[src/rtl/pwm_burst_sched.sv]
// pwm_burst_sched: burst-table sequencer driving the half-bridge dead-time PWM core.
// Optional WAIT-state watchdog is enabled by defining PWM_SCHED_WDOG_EN.
module pwm_burst_sched #(
    parameter int _RAM_WIDTH  = 32,
    parameter int ADDR_W      = 2,
    parameter int CNT_W       = 16,
    parameter int WDOG_CYCLES = 4096
) (
    input  logic                  io_clk,
    input  logic                  io_rst,
    input  logic                  start,
    input  logic                  abort,
    input  logic                  loop_en,
    input  logic                  cfg_we,
    input  logic [ADDR_W-1:0]     cfg_addr,
    input  logic [_RAM_WIDTH-1:0] cfg_pulse_period,
    input  logic [_RAM_WIDTH-1:0] cfg_die_period,
    input  logic [CNT_W-1:0]      cfg_count,
    input  logic                  cfg_last,
    input  logic                  pwm_done,
    output logic [_RAM_WIDTH-1:0] pulse_period,
    output logic [_RAM_WIDTH-1:0] die_period,
    output logic                  pwm_en,
    output logic                  pwm_dis,
    output logic                  busy,
    output logic                  done,
    output logic                  err,
    output logic [ADDR_W-1:0]     cur_entry
);
    localparam int DEPTH = 2 ** ADDR_W;

    typedef enum logic [2:0] {S_IDLE, S_LOAD, S_FIRE, S_WAIT, S_NEXT} state_t;

    state_t                r_state, w_next;
    logic [_RAM_WIDTH-1:0] r_tbl_pp   [DEPTH];
    logic [_RAM_WIDTH-1:0] r_tbl_dp   [DEPTH];
    logic [CNT_W-1:0]      r_tbl_cnt  [DEPTH];
    logic                  r_tbl_last [DEPTH];
    logic [CNT_W-1:0]      r_remaining;
    logic                  r_done_q;
    logic                  r_pwm_en, r_pwm_dis, r_busy, r_done;
    logic [ADDR_W-1:0]     r_cur_entry;
    logic [_RAM_WIDTH-1:0] r_pulse_period, r_die_period;
    logic                  w_accept, w_tail, w_done_set, w_wdog_trip;

    assign w_accept = (r_state == S_IDLE) && start && !abort;
    assign w_tail   = r_tbl_last[r_cur_entry] || (r_cur_entry == ADDR_W'(DEPTH - 1));

`ifdef PWM_SCHED_WDOG_EN
    localparam int WDOG_W = $clog2(WDOG_CYCLES + 1);
    logic [WDOG_W-1:0] r_wdog;
    logic              r_err;

    // A pulse completion arriving on the trip cycle takes precedence over the timeout.
    assign w_wdog_trip = (r_state == S_WAIT) && !r_done_q &&
                         (r_wdog == WDOG_W'(WDOG_CYCLES - 1));

    always_ff @(posedge io_clk or posedge io_rst) begin
        if (io_rst) begin
            r_wdog <= '0;
            r_err  <= 1'b0;
        end else begin
            if (r_state == S_FIRE)
                r_wdog <= '0;
            else if (r_state == S_WAIT)
                r_wdog <= r_wdog + 1'b1;
            if (w_accept)
                r_err <= 1'b0;
            else if (w_wdog_trip && !abort)
                r_err <= 1'b1;
        end
    end

    assign err = r_err;
`else
    assign w_wdog_trip = 1'b0;
    assign err         = 1'b0;
`endif

    always_comb begin
        w_next     = r_state;
        w_done_set = 1'b0;
        case (r_state)
            S_IDLE: if (start) w_next = S_LOAD;
            S_LOAD: w_next = (r_tbl_cnt[r_cur_entry] == '0) ? S_NEXT : S_FIRE;
            S_FIRE: w_next = S_WAIT;
            S_WAIT: begin
                if (r_done_q)
                    w_next = (r_remaining == CNT_W'(1)) ? S_NEXT : S_FIRE;
                else if (w_wdog_trip)
                    w_next = S_IDLE;
            end
            S_NEXT: begin
                if (!w_tail || loop_en) begin
                    w_next = S_LOAD;
                end else begin
                    w_next     = S_IDLE;
                    w_done_set = 1'b1;
                end
            end
            default: w_next = S_IDLE;
        endcase
        if (abort) begin
            w_next     = S_IDLE;
            w_done_set = 1'b0;
        end
    end

    always_ff @(posedge io_clk or posedge io_rst) begin
        if (io_rst)
            r_state <= S_IDLE;
        else
            r_state <= w_next;
    end

    always_ff @(posedge io_clk or posedge io_rst) begin
        if (io_rst) begin
            for (int i = 0; i < DEPTH; i++) begin
                r_tbl_pp[i]   <= '0;
                r_tbl_dp[i]   <= '0;
                r_tbl_cnt[i]  <= '0;
                r_tbl_last[i] <= 1'b0;
            end
        end else if (cfg_we && !r_busy) begin
            r_tbl_pp[cfg_addr]   <= cfg_pulse_period;
            r_tbl_dp[cfg_addr]   <= cfg_die_period;
            r_tbl_cnt[cfg_addr]  <= cfg_count;
            r_tbl_last[cfg_addr] <= cfg_last;
        end
    end

    // Outputs are registered from the next state so they line up with the state they describe.
    always_ff @(posedge io_clk or posedge io_rst) begin
        if (io_rst) begin
            r_pwm_en       <= 1'b0;
            r_pwm_dis      <= 1'b1;
            r_busy         <= 1'b0;
            r_done         <= 1'b0;
            r_done_q       <= 1'b0;
            r_remaining    <= '0;
            r_cur_entry    <= '0;
            r_pulse_period <= '0;
            r_die_period   <= '0;
        end else begin
            r_pwm_en <= (w_next == S_FIRE);
            r_busy   <= (w_next != S_IDLE);
            r_done   <= w_done_set;
            if (w_next == S_IDLE)
                r_pwm_dis <= 1'b1;
            else if (w_next == S_FIRE)
                r_pwm_dis <= 1'b0;
            r_done_q <= pwm_done && (r_state == S_WAIT);
            if (r_state == S_LOAD) begin
                r_pulse_period <= r_tbl_pp[r_cur_entry];
                r_die_period   <= r_tbl_dp[r_cur_entry];
                r_remaining    <= r_tbl_cnt[r_cur_entry];
            end else if (r_state == S_WAIT && r_done_q) begin
                r_remaining <= r_remaining - 1'b1;
            end
            if (w_accept)
                r_cur_entry <= '0;
            else if (r_state == S_NEXT && !abort && w_tail && loop_en)
                r_cur_entry <= '0;
            else if (r_state == S_NEXT && !abort && !w_tail)
                r_cur_entry <= r_cur_entry + 1'b1;
        end
    end

    assign pulse_period = r_pulse_period;
    assign die_period   = r_die_period;
    assign pwm_en       = r_pwm_en;
    assign pwm_dis      = r_pwm_dis;
    assign busy         = r_busy;
    assign done         = r_done;
    assign cur_entry    = r_cur_entry;
endmodule
[config.mk]
export PLATFORM = sky130hd
export DESIGN_NAME = pwm_burst_sched
export DESIGN_NICKNAME = d
export VERILOG_FILES = /design/src/rtl/pwm_burst_sched.sv
export SDC_FILE = /design/constraint.sdc
export NUM_CORES = 1
export LEC_CHECK = 0
export CORE_MARGIN = 2
export CORE_UTILIZATION = 45
export CTS_BUF_LIST = sky130_fd_sc_hd__clkbuf_4 sky130_fd_sc_hd__clkbuf_8
export DETAILED_ROUTE_END_ITERATION = 10
export GPL_TIMING_DRIVEN = 1
export SYNTH_ARGS = -nofsm -noshare
export SYNTH_HDL_FRONTEND = slang
export SYNTH_SLANG_ARGS = --single-unit
[constraint.sdc]
create_clock -name io_clk -period 18.7 [get_ports io_clk]
set_input_delay 2.805 -clock io_clk [delete_from_list [all_inputs] [get_ports io_clk]]
set_output_delay 2.805 -clock io_clk [all_outputs]
set_load 0.02 [all_outputs]
==> metrics.yaml <==
run_status:
  status: "finished clean"
global_route:
  antenna_found_initial: 2
  first_global_vias: 11233
  grt_overflow_total: 0
  grt_pass1_wl_mm: 64.2
  grt_usage_pct: 20.1
  grt_start_max_net_pins: 177
pwr:
  p_sw_share_pct: 27.8
  p_leak_nw: 8.89
  switchingPower_mw: 0.761
  p_int_mw: 1.98
  vdd_drop_max_v: 0.0000740
  seqPwrFrac_pct: 48.0
  comb_power_share_pct: 23.6
  power.density_mw_per_mm2: 130
  clock_power_share_pct: 28.4
  total_power_mw: 2.74
setup_path:
  start_kind: "input pin"
  rr_startpoint: "cur_entry[0]"
  path_class: "in2reg"
  critPathCaptureType: "flip-flop"
  crit_arrival_ns: 5.78
  cp_max_fo: 56
  crit_required_ns: 19.17
  cp-startpoint: "cfg_we"
final_layout:
  layout-drive-gt1-share_pct: 37.7
  utilization_pct: 54.5
  nets: 1486
  final_area_mm2: 0.0211
  diodes: 0
  nFillCells: 3214
  synthToLayoutAreaGrowth_pct: 19.4
  final_cells: 1945
drt:
  vias: 10544
  vias_per_cell: 5.42
  wirelength_mm: 39.4
  drt_iter0_drc: 517
  antenna_left: 0
  first_pass_iters: 5
  wl_per_cell_um: 20.3
  drc: 0
clock_tree:
  clkLatencyLatePin_ns: 0.60
  cts_made_buffers: 70
  holdBufCountCts: 0
  path_clk_slew_ns: 0.05
  cts.path.max_buffers: 3
  clock-sinks: 414
  post_cts_buffers: 0
  cts_tree: "done"
  cts_resized: 0
  htree_levels: 3
  clockRootBuffer: "clkbuf_8"
timing:
  finalCriticalPeriod_ns: 5.30
  setup_tns_ns: 0
  finalCritPeriodShare_pct: 28.4
  timing.fmax_ghz: 0.189
  hold_viol: 0
  grt_setup_unrepaired: "no"
  postLayoutSetupSlackWorst_ns: 13.40
  worst_pin_slew_ns: 1.01
  finalMaxSlewViolations: 0
  clock_skew_ns: 0.0254
  hold_slack_ns: 0.471
  setup_viol: 0
  slew_headroom_pct: 32.7
min_path:
  worst_hold_path_type: "reg2reg"
  hp-start: "die_period[25]"
yosys:
  yosysWarningCount: 0
  synth_seq_area_share_pct: 58.6
  synth_cells: 1220
  synth_area_leaders: "dfrtp_1, mux2_2, mux4_2"
  ys_ff_latch: 414
  synthesis.area_mm2: 0.0177
  synth_area_leader_cell: "dfrtp_1"
  synth_edf_count: 0
  synthArstFlopShare_pct: 100
  synth_cell_types: 48
  syn_nets: 1313
  synth_top_area_share_pct: 58.4
  syn_area_per_cell_um2: 14.5
  synth_flop_cell: "dfrtp_1"
  synth_common_cells: "dfrtp_1, mux2_2, nand2_1, mux4_2, clkbuf_1"
  yosysMostFrequentCell: "dfrtp_1"
die:
  rows: 72
  coreArea_mm2: 0.0387
  die_h_um: 202
  initial_core_util_pct: 45.7
  fp.dieW_um: 202
  ios: 161
  die_area_mm2: 0.0409
placed_design:
  port_buffers: 159
  place_area_mm2: 0.0198
  numPlacedInstances: 1839
  gp_congestion: 0.795
  dp_hpwl_mm: 22.8
  dp_slack_ns: 12.73
run:
  cap_violations: 0
==> cell usage in the layout (no fill, tap or decap), types with 2 or more instances in the layout <==
master           Yosys  layout
a21oi_1              2       2
a221o_1              3       3
a22oi_1              5       5
and3_1               3       3
buf_4                2      14
clkbuf_4             0      23
clkbuf_8             0      82
clkdlybuf4s50_1      0     159
dfrtp_1            413     411
dfrtp_4              0       2
ha_1                 3       3
inv_1                5       4
mux2_2             324     324
mux4_1               4       4
mux4_2              77      77
nand2_1            219     219
nand2b_1             4       4
nand3_1              8       7
nor2_1              11       9
nor2_4               1       3
nor2b_1              3       3
nor3_1               9       9
nor4_1               3       3
o211ai_1             5       5
o21ai_0             12      12
o22ai_1              2       2
o311ai_0             6       6
or3b_2               3       2
or4_4                2       2
==> final timing paths <==
check / endpoint / slack [ns] / depth (start not counted)
min in group asynchronous: r_tbl_cnt[3] / 2.76 / 2
worst min register to register: die_period[25] / 0.47 / 2
max in group asynchronous: r_tbl_dp[94] / 13.76 / 4
worst min-delay path: die_period[25] / 0.47 / 2
worst max register to register: pwm_dis / 15.39 / 7
worst max-delay path: r_tbl_pp[74] / 13.40 / 6
==> metal layers <==
layer | track usage [%] | wire (um) | vias to the layer above | share of wire [%]
met5 | 0 | 30 | - | 0.076
met4 | 5.63 | 748 | 4 | 1.9
li1 | - | - | 4709 | -
met1 | 28.8 | 18500 | 5537 | 47
met3 | 4.85 | 2010 | 68 | 5.1
met2 | 30.9 | 18100 | 226 | 46
==> sequential cells by signal, indices dropped and copies added (netlist names) <==
name / flops
pwm_en: 1
done: 1
pwm_dis: 1
r_tbl_pp: 128
busy: 1
r_tbl_last: 4
r_done_q: 1
cur_entry: 2
die_period: 32
r_state: 3
r_tbl_cnt: 64
r_remaining: 16
pulse_period: 32
r_tbl_dp: 128
==> worst max-delay path: stages <==
cell,delay (ns)
clkdlybuf4s50_1,0.45
nor2b_1,0.33
nand2_1,0.15
nor2_4,0.73
buf_4,0.84
mux2_2,0.42
==> final cells by class <==
type	instances	area, um2	area share, %
sequential	414	10400	49.1
multi-input combinational	728	7050	33.4
timing repair buffer	174	1720	8.13
clock buffer	105	1300	6.16
tap	518	648	3.07
inverter	5	26.3	0.124
clock inverter	1	5.00	0.0237
==> kinds of logic after synthesis <==
family | after synthesis | synth area share (%)
other cells | 1 | 0.0212
fa+ha+maj | 3 | 0.212
simple gates | 274 | 6.49
compound gates | 44 | 1.84
xor+xnor | 1 | 0.0495
buf+inv | 78 | 1.80
mux | 405 | 31.0
flops | 414 | 58.6
==> power groups by stage <==
stage | registers (mW) | logic, mW | clock network, mW
after floorplan | 1.36 | 0.375 | 0
after global placement | 1.32 | 0.642 | 0
after detailed placement | 1.33 | 0.656 | 0
after CTS | 1.32 | 0.658 | 0.805
after global routing | 1.35 | 0.709 | 0.846
final | 1.32 | 0.647 | 0.778
Note: power is estimated with default switching activity, not from simulation.
